$ cat src/rtl/keypad_scan_ctrl.sv
// Matrix keypad scanner for a 5x4 keypad.
// Drives one active-low row at a time, samples the active-low columns after a
// settle time, debounces the whole 20-key map over consecutive full scans and
// hands out each newly pressed key as a code through a valid/ack slot.
module keypad_scan_ctrl #(
   parameter int unsigned SETTLE_CYC     = 1000,
   parameter int unsigned DEBOUNCE_SCANS = 20
) (
   input  logic        clk,
   input  logic        rst,
   input  logic        scan_en,
   input  logic [3:0]  K_COL,
   output logic [4:0]  K_ROW,
   output logic [19:0] key_map,
   output logic        key_valid,
   output logic [4:0]  key_code,
   input  logic        key_ack,
   output logic        scan_done
);

   localparam int unsigned SETTLE_W = (SETTLE_CYC > 1) ? $clog2(SETTLE_CYC) : 1;
   localparam int unsigned STABLE_W = $clog2(DEBOUNCE_SCANS + 1);
   localparam logic [SETTLE_W-1:0] SETTLE_LAST = SETTLE_W'(SETTLE_CYC - 1);
   localparam logic [STABLE_W-1:0] STABLE_MAX  = STABLE_W'(DEBOUNCE_SCANS);
   localparam logic [STABLE_W-1:0] STABLE_ONE  = STABLE_W'(1);

   typedef enum logic [1:0] {
      ST_IDLE,
      ST_DRIVE,
      ST_COMPARE
   } state_t;

   state_t              state_q,  state_d;
   logic [2:0]          row_q,    row_d;
   logic [SETTLE_W-1:0] settle_q, settle_d;
   logic [STABLE_W-1:0] stable_q, stable_d;
   logic [19:0]         snap_q,   snap_d;
   logic [19:0]         prev_q,   prev_d;
   logic [19:0]         map_q,    map_d;
   logic [19:0]         pend_q,   pend_d;
   logic [4:0]          k_row_q,  k_row_d;
   logic                valid_q,  valid_d;
   logic [4:0]          code_q,   code_d;
   logic                done_q,   done_d;

   logic [19:0]         new_press;
   logic [19:0]         low_mask;
   logic [4:0]          low_idx;

   // Scan sequencer: row stepping, settle timing, column sampling and debounce.
   always_comb begin
      state_d   = state_q;
      row_d     = row_q;
      settle_d  = settle_q;
      snap_d    = snap_q;
      prev_d    = prev_q;
      stable_d  = stable_q;
      map_d     = map_q;
      new_press = '0;
      case (state_q)
         ST_IDLE: begin
            if (scan_en) begin
               state_d  = ST_DRIVE;
               row_d    = '0;
               settle_d = '0;
            end
         end
         ST_DRIVE: begin
            // scan_en is not looked at here: a started scan always runs to COMPARE
            if (settle_q == SETTLE_LAST) begin
               for (int unsigned r = 0; r < 5; r++) begin
                  if (row_q == 3'(r)) snap_d[r*4 +: 4] = ~K_COL;
               end
               settle_d = '0;
               if (row_q == 3'd4) state_d = ST_COMPARE;
               else               row_d   = row_q + 3'd1;
            end else begin
               settle_d = settle_q + 1'b1;
            end
         end
         ST_COMPARE: begin
            if (snap_q == prev_q) begin
               if (stable_q != STABLE_MAX) stable_d = stable_q + 1'b1;
            end else begin
               stable_d = STABLE_ONE;
            end
            prev_d = snap_q;
            if ((stable_d == STABLE_MAX) && (snap_q != map_q)) begin
               new_press = snap_q & ~map_q;
               map_d     = snap_q;
            end
            if (scan_en) begin
               state_d  = ST_DRIVE;
               row_d    = '0;
               settle_d = '0;
            end else begin
               state_d  = ST_IDLE;
            end
         end
         default: state_d = ST_IDLE;
      endcase
   end

   // Row drive and scan_done are derived from the next state so the registered pins track the state.
   always_comb begin
      k_row_d = '1;
      if (state_d == ST_DRIVE) k_row_d = ~(5'b00001 << row_d);
      done_d  = (state_d == ST_COMPARE);
   end

   // Event slot: one press code at a time, lowest pending code first.
   always_comb begin
      valid_d  = valid_q;
      code_d   = code_q;
      low_mask = pend_q & (~pend_q + 20'd1);
      low_idx  = '0;
      for (int unsigned i = 0; i < 20; i++) begin
         if (pend_q[19-i]) low_idx = 5'(19 - i);
      end
      pend_d = pend_q;
      if (valid_q && key_ack) begin
         valid_d = 1'b0;
      end else if (!valid_q && (pend_q != '0)) begin
         code_d  = low_idx;
         pend_d  = pend_q & ~low_mask;
         valid_d = 1'b1;
      end
      // presses accepted this cycle join the mask after the slot has taken its bit
      pend_d = pend_d | new_press;
   end

   // State register with synchronous reset.
   always_ff @(posedge clk) begin
      if (rst) begin
         state_q  <= ST_IDLE;
         row_q    <= '0;
         settle_q <= '0;
         stable_q <= '0;
         snap_q   <= '0;
         prev_q   <= '0;
         map_q    <= '0;
         pend_q   <= '0;
         k_row_q  <= '1;
         valid_q  <= 1'b0;
         code_q   <= '0;
         done_q   <= 1'b0;
      end else begin
         state_q  <= state_d;
         row_q    <= row_d;
         settle_q <= settle_d;
         stable_q <= stable_d;
         snap_q   <= snap_d;
         prev_q   <= prev_d;
         map_q    <= map_d;
         pend_q   <= pend_d;
         k_row_q  <= k_row_d;
         valid_q  <= valid_d;
         code_q   <= code_d;
         done_q   <= done_d;
      end
   end

   assign K_ROW     = k_row_q;
   assign key_map   = map_q;
   assign key_valid = valid_q;
   assign key_code  = code_q;
   assign scan_done = done_q;

endmodule

$ cat config.mk
export PLATFORM = sky130hd
export DESIGN_NAME = keypad_scan_ctrl
export DESIGN_NICKNAME = d
export VERILOG_FILES = /design/src/rtl/keypad_scan_ctrl.sv
export SDC_FILE = /design/constraint.sdc
export NUM_CORES = 1
export LEC_CHECK = 0
export ABC_AREA = 1
export BUFFER_PORTS_ARGS = -buffer_cell sky130_fd_sc_hd__buf_2
export CAP_MARGIN = 10
export CORE_MARGIN = 2
export CORE_UTILIZATION = 40
export DETAILED_ROUTE_END_ITERATION = 8
export PLACE_DENSITY = 0.53
export SLEW_MARGIN = 0
export SYNTH_ARGS = -nofsm -noshare
export SYNTH_HDL_FRONTEND = slang
export SYNTH_SLANG_ARGS = --single-unit
$ cat constraint.sdc
create_clock -name clk -period 3 [get_ports clk]
set_input_delay 0.15 -clock clk [delete_from_list [all_inputs] [get_ports clk]]
set_output_delay 0.15 -clock clk [all_outputs]
set_load 0.1 [all_outputs]
# Word-level counts from Yosys, hierarchy flattened

Index checks and enable logic that the tools add are counted.

Register bits after elaboration: 112
Input port bits: 8
Logic and storage cells: 104
Output and inout bits: 32

Equality and inequality tests: 14
Muxes and demuxes: 39
Reductions and logical operators: 19
$add $sub $neg: 4
Bitwise logic cells: 11
Shifts and indexed selects: 1

Operators by type and width:

| cell                    | number |
|---|---|
| $mux W5                 | 23 |
| $mux W20                | 4 |
| $and A20 B20 Y20        | 3 |
| $not A20 Y20            | 3 |
| $add A20 B1 Y20 const B | 1 |
| $eq A20 B20 Y1          | 1 |
| $mux W10                | 2 |
| $ne A20 B20 Y1          | 1 |
| $or A20 B20 Y20         | 1 |
| $pmux W10 S2            | 1 |
| $reduce_bool A20 Y1     | 1 |
| $reduce_and A3 Y1       | 5 |
| $add A10 B1 Y10 const B | 1 |
| $eq A10 B10 Y1 const B  | 1 |
| $mux W3                 | 3 |
| $eq A3 B2 Y1 const B    | 2 |
| $mux W2                 | 3 |
| $pmux W2 S3             | 1 |
| $pmux W3 S2             | 1 |
| $reduce_and A2 Y1       | 3 |
| $reduce_or A2 Y1        | 3 |
| $add A5 B1 Y5 const B   | 1 |
| $eq A5 B5 Y1 const B    | 1 |
| $ne A5 B5 Y1 const B    | 1 |
| other kinds (16)        | 21 |

# Longest topological paths before layout

Gate-level depths: netlist of the first run.

Word-level depth: 20
Depth in mapped cells: 21
Depth with buffers taken out: 21

# Worst setup path before layout of the first run

No wires, ideal clock.

Path kind: register to register
From: reg map_q[1] (netlist: key_map[1])
To: reg map_q[1] (netlist: key_map[1])
Buffers on the path: 1
Stages on the path, launching flop included: 13
Period minus slack after synthesis: 2.886 ns
Arrival time: 2.773 ns
Library setup time: 0.113 ns
Required time: 2.887 ns
Slack: 0.114 ns
Cells stage by stage: dfxtp_1 -> inv_1 -> ha_1 -> nand4_1 -> or2_2 -> or4_1 -> nand3b_1 -> nor2_1 -> nand2_1 -> buf_2 -> nand2_1 -> nand2_1 -> nor2_1

Cells in the longest elaborated chain, start to end: 3

Ends and longest elaborated chain:

| what                               | RTL line | source |
|---|---|---|
| start: declaration                 | 39       | `logic [19:0] map_q, map_d;` |
| start signal: assignment           | 154      | `map_q <= map_d;` |
| $ne A20 B20 Y1                     | 88       | `if ((stable_d == STABLE_MAX) && (snap_q != map_q)) begin` |
| $logic_and A1 B1 Y1                | 88       |  |
| $reduce_and A2 Y1 (no source line) | --       |  |

No other way between the ends.
A chain may end at the register's enable or synchronous reset.

# Final worst setup path of the first run

From: reg snap_q[1]
To: reg map_q[18] (netlist: key_map[18])

Cells in the longest elaborated chain, start to end: 6
Elaborated cells between the ends (all ways): 7
Those cells by class: eq/ne (3); mux (2); reduce/logical (2)

Ends and longest elaborated chain:

| what                                   | RTL line | source |
|---|---|---|
| start: declaration                     | 37       | `logic [19:0] snap_q, snap_d;` |
| start signal: assignment               | 152      | `snap_q <= snap_d;` |
| $eq A20 B20 Y1                         | 82       | `if (snap_q == prev_q) begin` |
| $mux W5                                | 82       |  |
| $mux W5                                | 60       | `case (state_q)` |
| $eq A5 B5 Y1                           | 88       |  |
| $logic_and A1 B1 Y1 (*)                | 88       |  |
| $reduce_and A2 Y1 (no source line) (*) | --       |  |

Every way passes the cells marked *; elsewhere a longest branch is shown, timed or not. The select of a mux whose other input is x is not followed.

==> metrics, run 1 <==
routed wire length 12,000 um; most frequent cell on the critical path sky130_fd_sc_hd__nand2_1; row count 41; Critical Path RT 3.26 ns; Bufs on Longest Clock Path 2; wire length of the first global-routing pass between 20,000 and 25,000 um; Post-CTS Repair Setup Buffers 0; layout cells sized above 1 10.0%; antenna violations before repair 0; unrepaired setup endpoints after global routing no; non-filler instance count after layout approximately 930; prevailing post-synth register cell sky130_fd_sc_hd__dfxtp_1; YS warnings 0; met1 track utilization from global routing ~22%; Final Cycle Share about 85%; die footprint 14,000 um^2; worst path buffer plus inverter count 1; TritonCTS clock tree done; start-to-end type of the worst setup path flop to flop; slowest CP cell sky130_fd_sc_hd__or4_1; post-detailed-placement half-perimeter wirelength between 8000 and 9000 um; final std cell area, no fill between 5000 and 6000 um^2; synthesized net count 753; later-pin clock latency in the skew report about 0.36 ns; PortBufs 39; Worst Path Arrival between 2 and 3 ns; final clock skew approximately 0.012 ns; time the final worst path needs with I/O delays and setup 2.54 ns; Worst path top cell family by delay simple AND/OR/NAND/NOR gates; critical path cell sequence ha_1, nand4_1, or2_2, or4_1, nand3b_1, nor2_1, nand2_1, buf_4, nand2_1, nand2_1, nor2_1; number of flops mapped to enable cells by yosys 0; CP max FO 40; DRC marker count from the first detailed-route iteration ~220; number of inserted diodes 0; hold buffers post-CTS 1; post-route core utilization around 47%; power density cells around 480 nW/um^2; pins over their slew limit 0; Fmax around 0.39 GHz; CTS H-Tree Depth 3; slew margin rel. just over 50%; master cell of the clock root buffer sky130_fd_sc_hd__clkbuf_16; slew at the pin with the worst max-slew slack around 0.74 ns; starting utilization of the core area 41.2%; drt via density between 4 and 5; final net count just under 800; Post-DP Area around 5600 um^2; combined global-route utilization of all metal layers 18.2%; grt met2 use 32.1%; total overflow reported by the global router 0; largest incremental delay on the critical path ~0.55 ns; worst hold slack 0.0728 ns; Critical Path Source Type flop; placeable core area ~13,000 um^2; die outline height 118 um; Most Used Layer, Global Route met2; reported leakage power approximately 2.7 nW; total number of vias between 4,000 and 5,000; width of the chip around 120 um; post-CTS clock slew at the launch and capture registers of the worst setup and hold paths 0.08 ns; I/O pin count 40; CTS-repair resized insts 0; synthesized area per cell 7.29 um^2; source of the critical timing path snap_q[1]; number of buffers inserted during clock tree synthesis 9; HP Start K_COL[3]; 1st-pass router iterations 4; pin count of the biggest net entering global routing 51; register area share after synthesis between 40 and 50%; worst setup margin roughly 0.46 ns; outcome completed; class of the worst hold path input pin to flop; Max Cap Viol 0; cell count after synthesis a little over 700; setup TNS 0 ns; clock sinks 112; launch instance of the worst register-to-register path snap_q[1]; number of placed instances, taps included 913; post-synthesis instance area between 5000 and 6000 um^2; number of unique standard cell types used by synthesis 34; gp weighted congestion 0.855; minimum setup slack after placement 0.462 ns; total DRC errors in the routed layout 0; share of synthesized flip-flops with an asynchronous set or reset 0%; Peak VDD IR around 0.00041 V; Hold Violations, Final 0; met3 demand-to-capacity share in global routing around 5%; number of failing setup endpoints in the final timing report 0; Tot Pwr between 2 and 3 mW; Layout area overhead 13.6%; ANT nets after route 0; vias in the first global route ~4,300; critical path endpoint category flop; routed wire length per instance roughly 13 um; number of flip-flops and latches in the synthesized netlist roughly 110
[area by class of cell]
type / count / area [um^2]
timing repair buffer: 48 / 265
inverter: 91 / 342
fill: 1324 / 6740
clock inverter: 6 / 92.6
multi-input combinational: 491 / 2550
tap: 172 / 215
clock buffer: 9 / 225
sequential: 112 / 2240
[state kept, by name, summed over array words and instances, names as in the netlist]
signal / flops
key_valid: 1
key_map: 20
row_q: 3
key_code: 5
stable_q: 5
settle_q: 10
state_q: 2
prev_q: 20
snap_q: 20
pend_q: 20
K_ROW: 5
scan_done: 1
[cell usage after synthesis (all sizes together) (3+ instances only)]
master  instances  area [um^2]
dfxtp         112         2240
clkbuf         14         52.6
inv            90          338
xor2            8         70.1
nor2          113          427
o21ai          42          210
xnor2           8         70.1
or2            10         62.6
nand3          41          205
a21oi          57          285
nand2         130          488
a211oi         13         97.6
ha             28          350
nor3b           3         32.5
nor3            9         45.0
buf             9         42.5
nand4          13         81.3
[placed cells by master (no fill, tap or decap), drive strengths merged, types with 2 or more instances in the layout]
master,count
a211oi,13
a21oi,57
a221oi,2
buf,47
bufinv,2
clkbuf,9
clkinv,2
clkinvlp,2
dfxtp,112
ha,28
inv,91
nand2,130
nand3,41
nand4,13
nor2,113
nor3,9
nor3b,3
nor4,2
o211ai,2
o21a,2
o21ai,42
o31ai,2
or2,10
xnor2,8
xor2,8
[kinds of logic after synthesis]
family	count (synthesis)	share of synthesized area (%)
xor gates and xnor gates	16	2.68
buffers and inverters	114	8.36
DFF	112	42.9
AOI/OAI and AO/OA	123	13.0
adders and majority gates	28	6.71
and+or+nand+nor	324	26.3
[worst paths after layout]
path / endpoint / slack, ns / depth (start not counted)
setup / recovery: key_map[18] / 0.46 / 11
hold / removal: snap_q[11] / 0.07 / 2
setup reg to reg: key_map[18] / 0.46 / 11
hold reg to reg: key_code[4] / 0.46 / 2
[per-layer routing]
layer | up-vias | routed length (um)
met5 | - | 0
met4 | 0 | 106
met3 | 9 | 386
met2 | 48 | 6050
met1 | 2039 | 5480
li1 | 2395 | -
[where the power goes]
part           internal (mW)  total, mW  switching, mW
registers               1.49       1.49        0.00300
logic                 0.0180     0.0788         0.0608
clock network          0.732       1.30          0.567
total                   2.24       2.87          0.631
Note: power is estimated with default switching activity, not from simulation.
==> inputs of run 2 (changes only) <==
ABC_AREA = 0   (was 1)
PLACE_DENSITY = 0.55   (was 0.53)
clock period = 2.2 ns   (was 3 ns; I/O delays follow)
==> run 2 against run 1 <==
  * Sequential share of layout area shrank 0.17 points
  * Synthesized cell count shrank 15%
  * Setup slack worse by 0.33 ns
  * Core utilization increased by 1.6 points
  * Wire length increased by 7.4%
  * Critical endpoint is now key_map[5]
==> metrics, run 2 <==
routed wire length per instance 15.3 um (+18%); YS warnings 0 (unchanged); synthesized area per cell 8.61 um^2 (+18%); Critical Path RT 2.44 ns (-0.82 ns); number of unique standard cell types used by synthesis 59 (+74%); pin count of the biggest net entering global routing 53 (+3.9%); number of flip-flops and latches in the synthesized netlist 112 (unchanged); Bufs on Longest Clock Path 2 (unchanged); most area-consuming cells after synthesis sky130_fd_sc_hd__dfxtp_1 (43%), sky130_fd_sc_hd__ha_1 (6.6%), sky130_fd_sc_hd__nand2_1 (5.2%), sky130_fd_sc_hd__a21oi_1 (4.6%), sky130_fd_sc_hd__nor2_1 (4.6%); Critical Path Source Type flop; worst setup margin 0.135 ns (-0.330 ns); post-synthesis instance area 5270 um^2 (+0.89%); slowest CP cell sky130_fd_sc_hd__dfxtp_2; prevailing post-synth register cell sky130_fd_sc_hd__dfxtp_1; Tot Pwr 3.67 mW (+28%); DRC marker count from the first detailed-route iteration 330 (+52%); Peak VDD IR 0.000359 V (-13%); number of buffers inserted during clock tree synthesis 9 (unchanged); layout cells sized above 1 17.0% (+6.9 points); Worst Path Arrival 2.30 ns (-0.49 ns); register area share after synthesis 42.5% (-0.38 points); post-CTS clock slew at the launch and capture registers of the worst setup and hold paths 0.07 ns (about the same); total overflow reported by the global router 0 (unchanged); final clock skew 0.00859 ns (-0.00295 ns); total DRC errors in the routed layout 0 (unchanged); Max Cap Viol 0 (unchanged); later-pin clock latency in the skew report 0.36 ns (about the same); dominant cell by count in the synthesized netlist sky130_fd_sc_hd__dfxtp_1; antenna violations before repair 0 (unchanged); row count 41 (unchanged); Layout area overhead 16.9%; commonest cells after routing, fill and taps aside sky130_fd_sc_hd__dfxtp_1 (91), sky130_fd_sc_hd__nand2_1 (73), sky130_fd_sc_hd__nor2_1 (64); most numerous cell types in the synthesized netlist sky130_fd_sc_hd__dfxtp_1 (112), sky130_fd_sc_hd__nand2_1 (73), sky130_fd_sc_hd__nor2_1 (64), sky130_fd_sc_hd__a21oi_1 (48), sky130_fd_sc_hd__inv_1 (31); wire length of the first global-routing pass 21,000 um (+2.6%); die footprint 14,100 um^2 (+0.86%); Post-CTS Repair Setup Buffers 0 (unchanged); hold buffers post-CTS 0 (-1); class of the worst hold path input pin to flop; minimum setup slack after placement 0.121 ns (-0.341 ns); largest incremental delay on the critical path 0.32 ns (-0.23 ns); number of flops mapped to enable cells by yosys 0 (unchanged); non-filler instance count after layout 843 (-9.3%); width of the chip 119 um (+0.43%); setup TNS 0 ns (unchanged); Fmax 0.484 GHz (+23%); clock sinks 112 (unchanged); routed wire length 12,900 um (+7.4%); start-to-end type of the worst setup path flop to flop; post-detailed-placement half-perimeter wirelength 9580 um (+9.5%); area share of the leading cell type in the synthesized netlist 42.5% (-0.38 points); number of failing setup endpoints in the final timing report 0 (unchanged); slew margin rel. 64.4% (+14 points); reported leakage power 2.37 nW (-12%); combined global-route utilization of all metal layers 19.0% (+0.78 points); vias in the first global route 4,155 (-3.7%); critical path endpoint category flop; share of synthesized flip-flops with an asynchronous set or reset 0% (unchanged); starting utilization of the core area 41.4% (+0.20 points); ANT nets after route 0 (unchanged); I/O pin count 40 (unchanged); unrepaired setup endpoints after global routing no; commonest non-fill, non-tap cell in the layout sky130_fd_sc_hd__dfxtp_1; Hold Violations, Final 0 (unchanged); master cell of the clock root buffer sky130_fd_sc_hd__clkbuf_16; CTS H-Tree Depth 3 (unchanged); PortBufs 39 (unchanged); number of placed instances, taps included 827 (-9.4%); number of inserted diodes 0 (unchanged); Worst path top cell family by delay compound AO/OA/AOI/OAI gates; critical path cell sequence inv_1, ha_2, a21o_1, a211o_1, a221oi_4, nand3_4, buf_12, mux2i_1, nor2_1; 1st-pass router iterations 4 (unchanged); CP max FO 27 (-33%); synthesized net count 648 (-14%); pins over their slew limit 0 (unchanged); cell taking the most area after synthesis sky130_fd_sc_hd__dfxtp_1; number of fill cells 1,299 (-1.9%); Final Cycle Share 93.9% (+9.4 points); TritonCTS clock tree done; time the final worst path needs with I/O delays and setup 2.07 ns (-0.470 ns); Multi-input gate area 2790 um^2 (+9.5%); slew at the pin with the worst max-slew slack 0.530 ns (-0.207 ns); die outline height 119 um (+0.43%); worst path buffer plus inverter count 2 (+1); total number of vias 4,379 (-2.5%); cell count after synthesis 612 (-15%); final net count 702 (-11%); gp weighted congestion 0.786 (-8.1%); outcome completed; power density cells 595 nW/um^2 (+23%); CTS-repair resized insts 0 (unchanged); drt via density 5.19 (+7.5%); register area 2320 um^2 (+3.4%); placeable core area 12,700 um^2 (+0.40%)
==> run 2: final timing paths <==
| path | startpoint | slack [ns] | cells past startpoint | endpoint |
|---|---|---|---|---|
| max | stable_q[0] | 0.13 | 9 | key_map[5] |
| min reg2reg | prev_q[13] | 0.47 | 2 | prev_q[13] |
| min | K_COL[3] | 0.02 | 2 | snap_q[19] |
| max reg2reg | stable_q[0] | 0.13 | 9 | key_map[5] |
==> run 2: layout make-up <==
class / count / share of cell area (%)
clock buffer: 12 / 4.00
timing repair buffer: 70 / 7.19
sequential: 112 / 37.6
inverter: 31 / 1.89
multi-input combinational: 442 / 45.3
clock inverter: 4 / 0.467
tap: 172 / 3.49
==> run 2: cell families after synthesis <==
group | synth area share, %
and+or+nand+nor | 23.1
AOI/OAI and AO/OA | 14.8
DFF | 42.5
buffers and inverters | 4.51
adders and majority gates | 6.65
xor gates and xnor gates | 4.49
muxes | 3.99
==> run 2: metrics by stage <==
stage                     util (%)  hold WS, ns  cell area [um^2]
after floorplan                  -        0.206              5350
after global placement        46.3        0.376              5890
after detailed placement      46.3        0.387              5890
after CTS                     48.4      0.00965              6160
after global routing          48.4       0.0138              6160
final                         48.4       0.0176              6160
==> run 2: routing by layer <==
layer  vias up  wire length [um]  GRT usage [%]
met1      2046              6290           25.2
li1       2249                 -              -
met2        68              5900           30.5
met4         0               216           5.28
met3        16               497           4.83
met5         -                 0              0
==> run 2: where the power goes <==
group	internal, mW	switching (mW)	leakage [nW]
clock network	0.805	0.745	0.134
registers	2.01	0.00730	0.919
logic	0.0267	0.0765	1.32
total	2.84	0.829	2.37
==> run 2: worst reg2reg max path, cell delays in order (launching register included) <==
cell and delay, ns:
sky130_fd_sc_hd__dfxtp_2 0.32, sky130_fd_sc_hd__inv_1 0.06, sky130_fd_sc_hd__ha_2 0.21, sky130_fd_sc_hd__a21o_1 0.18
sky130_fd_sc_hd__a211o_1 0.31, sky130_fd_sc_hd__a221oi_4 0.32, sky130_fd_sc_hd__nand3_4 0.12, sky130_fd_sc_hd__buf_12 0.19
sky130_fd_sc_hd__mux2i_1 0.19, sky130_fd_sc_hd__nor2_1 0.06
